$ cat src/rtl/reaction_round_ctrl.sv
// Multi-round reaction-time sequencer: random wait, GO stimulus, ms-resolution measurement, result reporting.
// Optional macro AVG_OUT_EN adds avg_ms (session sum divided by N_ROUNDS, N_ROUNDS a power of two).

// state  | meaning
// IDLE   | waiting for a start rising edge
// WAIT   | random pre-stimulus delay; any press is a false start
// GO     | led lit, timing the button press
// RESULT | publish result, then hold until the button is released
// FINISH | one-cycle session-complete pulse
module reaction_round_ctrl #(
    parameter int CLKS_PER_MS = 50000,
    parameter int N_ROUNDS    = 4,
    parameter int MIN_WAIT_MS = 1000,
    parameter int WAIT_MASK   = 1023,
    parameter int TIMEOUT_MS  = 2000
) (
    input  logic        clk,
    input  logic        rst,
    input  logic        start,
    input  logic        btn,
    output logic        led_go,
    output logic        busy,
    output logic [2:0]  round_idx,
    output logic        result_valid,
    output logic [15:0] result_ms,
    output logic        false_start,
    output logic        timeout,
    output logic [15:0] best_ms,
    output logic [18:0] sum_ms,
    output logic        done_tick
`ifdef AVG_OUT_EN
    ,
    output logic [15:0] avg_ms
`endif
);

    localparam int              PW         = (CLKS_PER_MS > 1) ? $clog2(CLKS_PER_MS) : 1;
    localparam logic [PW-1:0]   PRESC_TC   = PW'(CLKS_PER_MS - 1);
    localparam logic [15:0]     MIN_WAIT   = 16'(MIN_WAIT_MS);
    localparam logic [15:0]     MASK       = 16'(WAIT_MASK);
    localparam logic [15:0]     TIMEOUT    = 16'(TIMEOUT_MS);
    localparam logic [2:0]      LAST_ROUND = 3'(N_ROUNDS - 1);

`ifdef AVG_OUT_EN
    localparam int AVG_SH = $clog2(N_ROUNDS);
    if ((1 << AVG_SH) != N_ROUNDS) begin : g_avg_chk
        $error("reaction_round_ctrl: N_ROUNDS must be a power of two when AVG_OUT_EN is defined");
    end
`endif

    typedef enum logic [2:0] {
        S_IDLE,
        S_WAIT,
        S_GO,
        S_RESULT,
        S_FINISH
    } state_t;

    state_t        state;
    logic          btn_meta;
    logic          btn_s;
    logic          btn_s_d;
    logic          start_d;
    logic [15:0]   lfsr;
    logic [PW-1:0] presc;
    logic [15:0]   ms_cnt;
    logic [15:0]   wait_target;
    logic          res_first;
    logic          res_timeout;

    logic          btn_rise;
    logic          start_rise;
    logic          ms_tick;
    logic          lfsr_fb;
    logic [15:0]   new_wait;

    assign btn_rise   = btn_s & ~btn_s_d;
    assign start_rise = start & ~start_d;
    // Prescaler counts down from the terminal count; reaching zero closes one millisecond.
    assign ms_tick    = (presc == '0);
    assign lfsr_fb    = lfsr[15] ^ lfsr[13] ^ lfsr[12] ^ lfsr[10];
    assign new_wait   = MIN_WAIT + (lfsr & MASK);

    always_ff @(posedge clk or posedge rst) begin
        if (rst) begin
            btn_meta <= 1'b0;
            btn_s    <= 1'b0;
            btn_s_d  <= 1'b0;
            start_d  <= 1'b0;
            lfsr     <= 16'hACE1;
        end else begin
            btn_meta <= btn;
            btn_s    <= btn_meta;
            btn_s_d  <= btn_s;
            start_d  <= start;
            lfsr     <= {lfsr[14:0], lfsr_fb};
        end
    end

    always_ff @(posedge clk or posedge rst) begin
        if (rst) begin
            state        <= S_IDLE;
            presc        <= PRESC_TC;
            ms_cnt       <= '0;
            wait_target  <= '0;
            res_first    <= 1'b0;
            res_timeout  <= 1'b0;
            led_go       <= 1'b0;
            busy         <= 1'b0;
            round_idx    <= '0;
            result_valid <= 1'b0;
            result_ms    <= '0;
            false_start  <= 1'b0;
            timeout      <= 1'b0;
            best_ms      <= 16'hFFFF;
            sum_ms       <= '0;
            done_tick    <= 1'b0;
`ifdef AVG_OUT_EN
            avg_ms       <= '0;
`endif
        end else begin
            result_valid <= 1'b0;
            false_start  <= 1'b0;
            timeout      <= 1'b0;
            done_tick    <= 1'b0;
            presc        <= ms_tick ? PRESC_TC : presc - 1'b1;

            case (state)
                S_IDLE: begin
                    if (start_rise) begin
                        round_idx   <= '0;
                        best_ms     <= 16'hFFFF;
                        sum_ms      <= '0;
                        wait_target <= new_wait;
                        busy        <= 1'b1;
                        state       <= S_WAIT;
                        presc       <= PRESC_TC;
                        ms_cnt      <= '0;
                    end
                end

                S_WAIT: begin
                    // A press restarts the wait with a fresh random target; it beats expiry.
                    if (btn_s) begin
                        false_start <= 1'b1;
                        wait_target <= new_wait;
                        presc       <= PRESC_TC;
                        ms_cnt      <= '0;
                    end else if (ms_cnt == wait_target) begin
                        led_go <= 1'b1;
                        state  <= S_GO;
                        presc  <= PRESC_TC;
                        ms_cnt <= '0;
                    end else if (ms_tick) begin
                        ms_cnt <= ms_cnt + 1'b1;
                    end
                end

                S_GO: begin
                    if (btn_rise) begin
                        result_ms   <= ms_cnt;
                        res_timeout <= 1'b0;
                        res_first   <= 1'b1;
                        led_go      <= 1'b0;
                        state       <= S_RESULT;
                        presc       <= PRESC_TC;
                        ms_cnt      <= '0;
                    end else if (ms_cnt == TIMEOUT) begin
                        result_ms   <= TIMEOUT;
                        res_timeout <= 1'b1;
                        res_first   <= 1'b1;
                        led_go      <= 1'b0;
                        state       <= S_RESULT;
                        presc       <= PRESC_TC;
                        ms_cnt      <= '0;
                    end else if (ms_tick) begin
                        ms_cnt <= ms_cnt + 1'b1;
                    end
                end

                S_RESULT: begin
                    // Publishing happens on the first RESULT cycle so timeout and result_valid coincide.
                    if (res_first) begin
                        res_first    <= 1'b0;
                        result_valid <= 1'b1;
                        timeout      <= res_timeout;
                        best_ms      <= (result_ms < best_ms) ? result_ms : best_ms;
                        sum_ms       <= sum_ms + 19'(result_ms);
                    end else if (!btn_s) begin
                        presc  <= PRESC_TC;
                        ms_cnt <= '0;
                        if (round_idx == LAST_ROUND) begin
                            done_tick <= 1'b1;
                            state     <= S_FINISH;
`ifdef AVG_OUT_EN
                            avg_ms    <= 16'(sum_ms >> AVG_SH);
`endif
                        end else begin
                            round_idx   <= round_idx + 1'b1;
                            wait_target <= new_wait;
                            state       <= S_WAIT;
                        end
                    end
                end

                S_FINISH: begin
                    busy   <= 1'b0;
                    state  <= S_IDLE;
                    presc  <= PRESC_TC;
                    ms_cnt <= '0;
                end

                default: begin
                    busy   <= 1'b0;
                    led_go <= 1'b0;
                    state  <= S_IDLE;
                end
            endcase
        end
    end

endmodule

$ cat config.mk
export PLATFORM = sky130hd
export DESIGN_NAME = reaction_round_ctrl
export DESIGN_NICKNAME = d
export VERILOG_FILES = /design/src/rtl/reaction_round_ctrl.sv
export SDC_FILE = /design/constraint.sdc
export NUM_CORES = 1
export LEC_CHECK = 0
export BUFFER_PORTS_ARGS = -buffer_cell sky130_fd_sc_hd__clkbuf_2
export CORE_MARGIN = 2
export CORE_UTILIZATION = 62
export CTS_BUF_LIST = sky130_fd_sc_hd__clkbuf_4 sky130_fd_sc_hd__clkbuf_8
export CTS_CLUSTER_SIZE = 14
export DETAILED_ROUTE_END_ITERATION = 16
export PLACE_DENSITY = 0.83
export SYNTH_ARGS = -nofsm -noshare
export SYNTH_HDL_FRONTEND = slang
export SYNTH_SLANG_ARGS = --single-unit
export TNS_END_PERCENT = 50
$ cat constraint.sdc
create_clock -name clk -period 5 [get_ports clk]
set_input_delay 0.75 -clock clk [delete_from_list [all_inputs] [get_ports clk]]
set_output_delay 0.75 -clock clk [all_outputs]
set_load 0.005 [all_outputs]
## Yosys cells after proc, flatten, opt, wreduce, memory -nomap -nowiden

Cells that the tools add are included.

- Add/sub/neg operators: 5
- Order comparisons: 1
- Equal/unequal tests: 17
- Muxes and demuxes: 68
- Bitwise logic cells: 9
- Reductions and logical operators: 19

Operators with widths:

| cell | count |
|---|---|
| $mux 16 | 26 |
| $pmux 16 s5 | 2 |
| $pmux 16 s3 | 1 |
| $mux 19 | 2 |
| $pmux 19 s2 | 1 |
| $mux 3 | 12 |
| $pmux 16 s2 | 1 |
| $add 19x16->19 | 1 |
| $mux 1 | 18 |
| $ne 2x2->1 const B | 9 |
| $add 16x1->16 const B | 1 |
| $eq 16x11->1 const B | 1 |
| $eq 16x16->1 | 1 |
| $logic_not 16->1 | 1 |
| $lt 16x16->1 | 1 |
| $sub 16x1->16 const B | 1 |
| $pmux 3 s4 | 1 |
| $reduce_and 4->1 | 3 |
| $reduce_and 6->1 | 2 |
| $add 10x10->11 const A | 1 |
| $eq 3x2->1 const B | 3 |
| $pmux 3 s2 | 1 |
| $reduce_and 2->1 | 3 |
| $reduce_bool 2->1 | 3 |
| other kinds (15) | 23 |

- Register bits after elaboration: 133
- Input port bits: 4
- Output and inout port bits: 60
- Word-level logic and storage cells: 140

## Depth between registers and ports, before layout

Gate-level depths: netlist of the first run.

- Depth in word-level cells: 5
- Depth in mapped cells: 10

## Worst setup path before layout of the first run

No wires, ideal clock.

- Kind: reg2reg
- Start: register best_ms[15]
- End: register best_ms[1]
- Arrival time: 2.274 ns
- Data required time: 4.906 ns
- Path slack: 2.632 ns
- Cell stages (with the launch flop): 11
- Buffers on the path: 2
- Period minus slack after synthesis: 2.368 ns
- Cell sequence: dfstp_2 inv_1 ha_1 nand4_1 or2_0 or3_1 o21ai_2 or3_1 buf_2 buf_6 a31oi_1

- Longest elaborated chain between the ends: 3

Ends and longest elaborated chain:

| item | line | source |
|---|---|---|
| from (decl) | 28 | `output logic [15:0] best_ms,` |
| from (signal assigned) | 187 | `best_ms <= (result_ms < best_ms) ? result_ms : best_ms;` |
| $lt 16x16->1 | 187 |  |
| $ne 2x2->1 (no line) | n/a |  |
| $reduce_and 4->1 (no line) | n/a |  |

No other way between the ends.
A chain may end at the register's enable or synchronous reset.

## Final worst setup path of the first run

- Start: register best_ms[13]
- End: register best_ms[11]

The elaborated chain is that of the path after synthesis.

==> results of run 1 <==
## cells in the mapped netlist, drive strengths merged (13+ instances only)
library cell	number	share of area [%]
dfrtp	95	35
xor2	29	3.8
o41ai	16	2.1
buf	13	1.3
clkbuf	15	0.83
dfstp	33	13
nor3	22	1.7
nand4	15	1.4
nand2	64	3.5
inv	29	1.6
o21ai	24	1.8
a21o	15	1.7
xnor2	27	3.5
ha	38	7.0
a21oi	37	2.8
nor2	50	2.8
a31oi	16	1.5
## final timing paths
path,to,slack [ns],cells past startpoint
min,btn_s,0.36,0
max,best_ms[11],1.84,8
max in group asynchronous,best_ms[14],3.60,3
min reg2reg,btn_s,0.36,0
max reg2reg,best_ms[11],1.84,8
min in group asynchronous,btn_meta,0.39,2
## state kept, by name, summed over array words and instances, names as in the netlist, 3 cells and up
signal       flops
wait_target     11
ms_cnt          16
lfsr            16
sum_ms          19
round_idx        3
state            3
best_ms         16
presc           16
result_ms       16
## kinds of logic after synthesis
kind of cell | after synthesis | synth area share [%]
and+or+nand+nor | 218 | 15.97
AOI/OAI and AO/OA | 158 | 16.00
DFF | 128 | 47.92
buffers and inverters | 57 | 3.751
xor gates and xnor gates | 56 | 7.244
adders and majority gates | 39 | 7.318
muxes | 11 | 1.793
## through the flow
step	instances	util (%)	cell area (um^2)
detailed placement	846	66.52	7148
CTS	878	70.21	7545
global route	878	70.21	7545
finish	878	70.21	7545
global placement	846	66.52	7148
floorplan	667	-	6770
## critical path, delay by kind of cell, from the launching register on
kind / cells / cell delay, ns
AOI/OAI and AO/OA: 2 / 0.80
DFF: 1 / 0.54
adders and majority gates: 1 / 0.29
buffers and inverters: 1 / 0.06
and+or+nand+nor: 4 / 1.36
## where the power goes
| part | internal (W) | switching (W) |
|---|---|---|
| clock | 0.000448 | 0.000444 |
| sequential | 0.00104 | 0.00000383 |
| combinational | 0.00000947 | 0.0000332 |
## per-layer routing
layer  up-vias  wire length [um]
li1       2531                 -
met1      2699              6468
met2       235              7946
met3        46               934
met4         0               519
met5         -                 0
## layout make-up
cell class                      instances  area [um^2]  share of cell area (%)
Clock buffer                           17        234.0                   3.101
Clock inverter                         15        162.7                   2.156
Inverter                               29        111.4                   1.476
Multi-Input combinational cell        482         3272                   43.37
Sequential cell                       128         3244                   43.00
Tap cell                              140        175.2                   2.322
Timing Repair Buffer                   67        345.3                   4.577
==> impl_results.md, run 1 <==
* Number of diodes added for antenna fixing at 0
* Share of the clock period used by the worst path after layout at 63.24%
* Max Cap Viol at 0
* #FFs+latches synth at 128
* Async set-or-reset flop fraction in the synthesized netlist at 100.0%
* Largest net degree at the start of global routing at 52
* Met3 track demand over resource at 6.148%
* Post-CTS clock slew at the launch and capture registers of the worst setup and hold paths at 0.08 ns
* Count of pins over their slew limit at 0
* Ordered cell list for the critical path: inv_1 > ha_1 > nand4_1 > or2_0 > or3_1 > o21ai_2 > or3_1 > a31oi_1
* Critical path launch point: best_ms[13]
* Largest fanout on the critical path at 17
* Achievable Freq at 316.3 MHz
* Top flip-flop cell by instance count after synthesis: sky130_fd_sc_hd__dfrtp_1
* Detailed placement HPWL at 11360 um
* Critical Path Sink Type: register
* Hold slack at 0.3582 ns
* Synth-to-Final Area Change at 11.44%
* Via total after detailed routing at 5511
* Power density over cell area at 262.6 mW/mm^2
* Crit Path Class: reg -> reg
* Routability congestion estimate at 0.9076
* Clock skew at 0.01260 ns
* Core box area at 0.01075 mm^2
* Post-Synthesis Net Count at 710
* Cell with the biggest individual delay on the critical path: sky130_fd_sc_hd__o21ai_2
* Met2 Use GR at 48.57%
* Most common cell after layout, fill and taps aside: sky130_fd_sc_hd__dfrtp_1
* Setup tns final at 0 ns
* Number of iterations in the first detailed-routing pass at 9
* Pwr Total at 0.001981 W
* DRC marker count from the first detailed-route iteration at 594
* Post-cts repair resize count at 0
* Result of the run: completed
* Arrival time of data at the critical path endpoint at 3.50 ns
* Slew at the pin closest to its max-slew limit at 0.7834 ns
* Count of fill cells added during filler insertion at 784
* Starting density of the core at 63.01%
* Top-Level Pins at 64
* Num CTS Buffers at 17
* Final setup fails at 0
* Maximum vdd ir drop at 0.2201 mV
* Die extent in y at 108.5 um
* Leakage power summed over all cells at 3.662 nW
* Per-cell routed wire length at 18.07 um
* Initial antenna violation count at 0
* Minimum setup slack after placement at 1.941 ns
* Yosys Warn Count at 0
* Most Used Layer, Global Route: met2
* Leading cell types in the layout, fill and taps excluded: sky130_fd_sc_hd__dfrtp_1, sky130_fd_sc_hd__nand2_1, sky130_fd_sc_hd__clkbuf_2
* Worst setup slack after layout at 1.838 ns
* Relative max-transition margin at 47.29%
* Clock net sink count at 128
* Detail Route Antenna Nets at 0
* Total track usage at 29.27%
* Post-synthesis cell count at 667
* Via-per-instance ratio at 6.277
* Maximum single-stage delay on the critical path at 0.61 ns
* Count of different cell masters after synthesis at 61
* Number of flops mapped to enable cells by yosys at 0
* Number of H-tree branching levels at 4
* Met1 global-route usage at 36.78%
* Clock tree buffer depth at 2
* Routed wire length at 15870 um
* Core Rows at 38
* Clock tree from TritonCTS: built
* Required time reported for the critical path endpoint at 5.34 ns
* First-pass GRT wire length at 26440 um
* Area of the die at 0.01177 mm^2
* Hold Crit Class: reg -> reg
* Clock root buffer: sky130_fd_sc_hd__clkbuf_8
* DR DRC count at 0
* Total global routing overflow at 0
* Area of the mapped netlist at 0.006770 mm^2
* Via count of the first global-routing pass at 5375
* Number of post-CTS setup repair buffers at 0
* Number of buffers added to fix hold violations after cts at 0
* Ratio of cells with drive above 1 in the final layout at 20.46%
* Post-layout net count at 768
* Part of the Yosys area used for sequential elements at 47.92%
* Worst hold path startpoint: btn_meta
* Dominant cell type by count on the critical path: sky130_fd_sc_hd__or3_1
* Port Buf Inserts at 63
* Average cell area after synthesis at 10.15 um^2
* Shortest period the worst path allows at 3.162 ns
* RSZ-0062 raised after global routing: false
* Worst Setup Start Kind: register
* DIE WIDTH at 108.5 um
* Clock insertion delay at the later pin of the skew report at 0.44 ns
* Launching point of the worst reg2reg path: best_ms[13]
* Number of hold violations in the final report at 0
No activity file was read; power rests on OpenSTA's default activity.
==> run 2: changes to the inputs <==
Clock period 5 ns to 3 ns, I/O delays scaled along.
==> run 2 against run 1 <==
Against the previous run:
- combinational power up 81%
- register-to-register slack worse by 1.6 ns
- first-iteration DRC count rose by 0.17%
- non-clock buffer count increased by 8
- worst hold slack worse by 0.24 ns
- cell count grew 0.91%
- via count decreased by 0.76%
- routed wire length shrank 0.86%
- sequential share of layout area down 0.70 points
- setup slack lost 1.6 ns
- clock skew increased by 0.0029 ns
- final area rose by 1.7%
- critical path type unchanged
- largest cell class unchanged
- highest routed layer unchanged
==> impl_results.md, run 2 (same netlist as run 1, synthesis figures left out) <==
* Slew at the pin closest to its max-slew limit at 0.9211 ns
* Clock skew at 0.01551 ns
* Number of diodes added for antenna fixing at 0
* Required time reported for the critical path endpoint at 3.36 ns
* Num CTS Buffers at 17
* Net Switching at 0.0007333 W
* Max Cap Viol at 0
* Number of iterations in the first detailed-routing pass at 5
* Core Rows at 38
* Ratio of cells with drive above 1 in the final layout at 21.31%
* Die extent in y at 108.5 um
* Flip-flop count of the largest register after layout at 19
* Post-layout net count at 776
* Minimum setup slack after placement at 0.3552 ns
* Switching Share at 21.07%
* Number of hold violations in the final report at 0
* Clock root buffer: sky130_fd_sc_hd__clkbuf_8
* Hold Crit Class: in -> reg
* Share of the clock period used by the worst path after layout at 91.64%
* Largest fanout on the critical path at 16
* Most common cell after layout, fill and taps aside: sky130_fd_sc_hd__dfrtp_1
* Count of pins over their slew limit at 0
* DIE WIDTH at 108.5 um
* Internal cell power at 0.002746 W
* Clock group share of total power at 47.6%
* Leading cell types in the layout, fill and taps excluded: sky130_fd_sc_hd__dfrtp_1, sky130_fd_sc_hd__nand2_1, sky130_fd_sc_hd__clkbuf_2
* DR DRC count at 0
* Core box area at 0.01075 mm^2
* Starting density of the core at 63.01%
* Worst setup slack after layout at 0.2507 ns
* Critical Path Sink Type: register
* Worst Setup Start Kind: register
* Via count of the first global-routing pass at 5263
* Finished Layout Cells at 886
* Relative max-transition margin at 38.46%
* Number of buffers added to fix hold violations after cts at 0
* Combinational share of power at 2.2%
* Leakage power summed over all cells at 3.734 nW
* Via total after detailed routing at 5469
* Crit Path Class: reg -> reg
* First-pass GRT wire length at 25400 um
* Clock net sink count at 128
* DRC marker count from the first detailed-route iteration at 595
* Final setup fails at 0
* Clock insertion delay at the later pin of the skew report at 0.45 ns
* Clock tree buffer depth at 2
* Largest net degree at the start of global routing at 42
* Shortest period the worst path allows at 2.749 ns
* Setup tns final at 0 ns
* Achievable Freq at 363.7 MHz
* Total track usage at 27.93%
* Via-per-instance ratio at 6.173
* Arrival time of data at the critical path endpoint at 3.11 ns
* Per-cell routed wire length at 17.76 um
* Total global routing overflow at 0
* Largest register by flop count: sum_ms
* Number of post-CTS setup repair buffers at 0
* Post-cts repair resize count at 0
* Number of placed instances with taps included at 854
* Clock tree from TritonCTS: built
* Synth-to-Final Area Change at 13.29%
* Power density over cell area at 453.7 mW/mm^2
* Top-Level Pins at 64
* Post-CTS clock slew at the launch and capture registers of the worst setup and hold paths at 0.07 ns
* Initial antenna violation count at 0
* Hold slack at 0.1165 ns
* Result of the run: completed
* Maximum vdd ir drop at 0.3799 mV
* Relative contribution of sequential cells to total power at 50.2%
* RSZ-0062 raised after global routing: false
* Number of H-tree branching levels at 4
* Area of the die at 0.01177 mm^2
* Detail Route Antenna Nets at 0
* Routed wire length at 15730 um
* Port Buf Inserts at 63
* Detailed placement HPWL at 11280 um
* Routability congestion estimate at 0.9530
-- run 2: cell count changes in the layout (fill, tap and decap cells not counted), moves of 2 or more --
cell,change
sky130_fd_sc_hd__clkinv_4,-3
sky130_fd_sc_hd__buf_4,+7
sky130_fd_sc_hd__bufinv_16,+2
sky130_fd_sc_hd__clkbuf_4,+4
sky130_fd_sc_hd__clkbuf_8,+2
-- run 2: critical path, cell delays in order, from the launching register on --
cell and delay, ns:
sky130_fd_sc_hd__dfstp_2 0.54, sky130_fd_sc_hd__inv_1 0.07, sky130_fd_sc_hd__ha_1 0.31, sky130_fd_sc_hd__a21o_1 0.17, sky130_fd_sc_hd__a21o_1 0.18, sky130_fd_sc_hd__a211oi_1 0.39
sky130_fd_sc_hd__o21ai_2 0.11, sky130_fd_sc_hd__or3_1 0.60, sky130_fd_sc_hd__a31oi_1 0.31
-- run 2: metal layers --
layer	vias to the layer above	share of wire (%)	global-route usage [%]
met4	0	2.9	11.63
met5	-	0	0
met1	2672	42	35.12
met2	208	50	47.41
met3	44	5.6	5.244
li1	2545	-	-
-- run 2: path summary, 6_finish.rpt --
path / start / end / slack [ns] / cells after the start
max in group asynchronous: rst / presc[6] / 1.95 / 3
min in group asynchronous: rst / sum_ms[15] / 0.18 / 2
worst max register to register: best_ms[13] / best_ms[10] / 0.25 / 8
worst max-delay path: best_ms[13] / best_ms[10] / 0.25 / 8
worst min register to register: btn_meta / btn_s / 0.35 / 0
worst min-delay path: btn / btn_meta / 0.12 / 1
-- run 2: area by class of cell --
cell class	instances	area, um^2
Fill cell	782	3075
Timing Repair Buffer	75	417.9
Clock inverter	9	156.4
Tap cell	140	175.2
Multi-Input combinational cell	482	3272
Inverter	29	112.6
Sequential cell	128	3244
Clock buffer	23	291.5
-- run 2: power groups by stage --
stage / Sequential, W / Combinational (W) / Clock, W
5_1_grt: 0.00175 / 0.0000889 / 0.00175
4_1_cts: 0.00175 / 0.0000798 / 0.00167
6_report: 0.00175 / 0.0000773 / 0.00166
3_3_place_gp: 0.00178 / 0.0000767 / 0
3_5_place_dp: 0.00178 / 0.0000798 / 0
2_1_floorplan: 0.00177 / 0.0000559 / 0
-- run 2: through the flow --
stage | cell area (um^2) | util, % | total power [W]
final | 7670 | 71.38 | 0.003480
after global routing | 7670 | 71.38 | 0.003589
after CTS | 7670 | 71.38 | 0.003495
after detailed placement | 7222 | 67.21 | 0.001856
after global placement | 7222 | 67.21 | 0.001852
after floorplan | 6774 | - | 0.001831
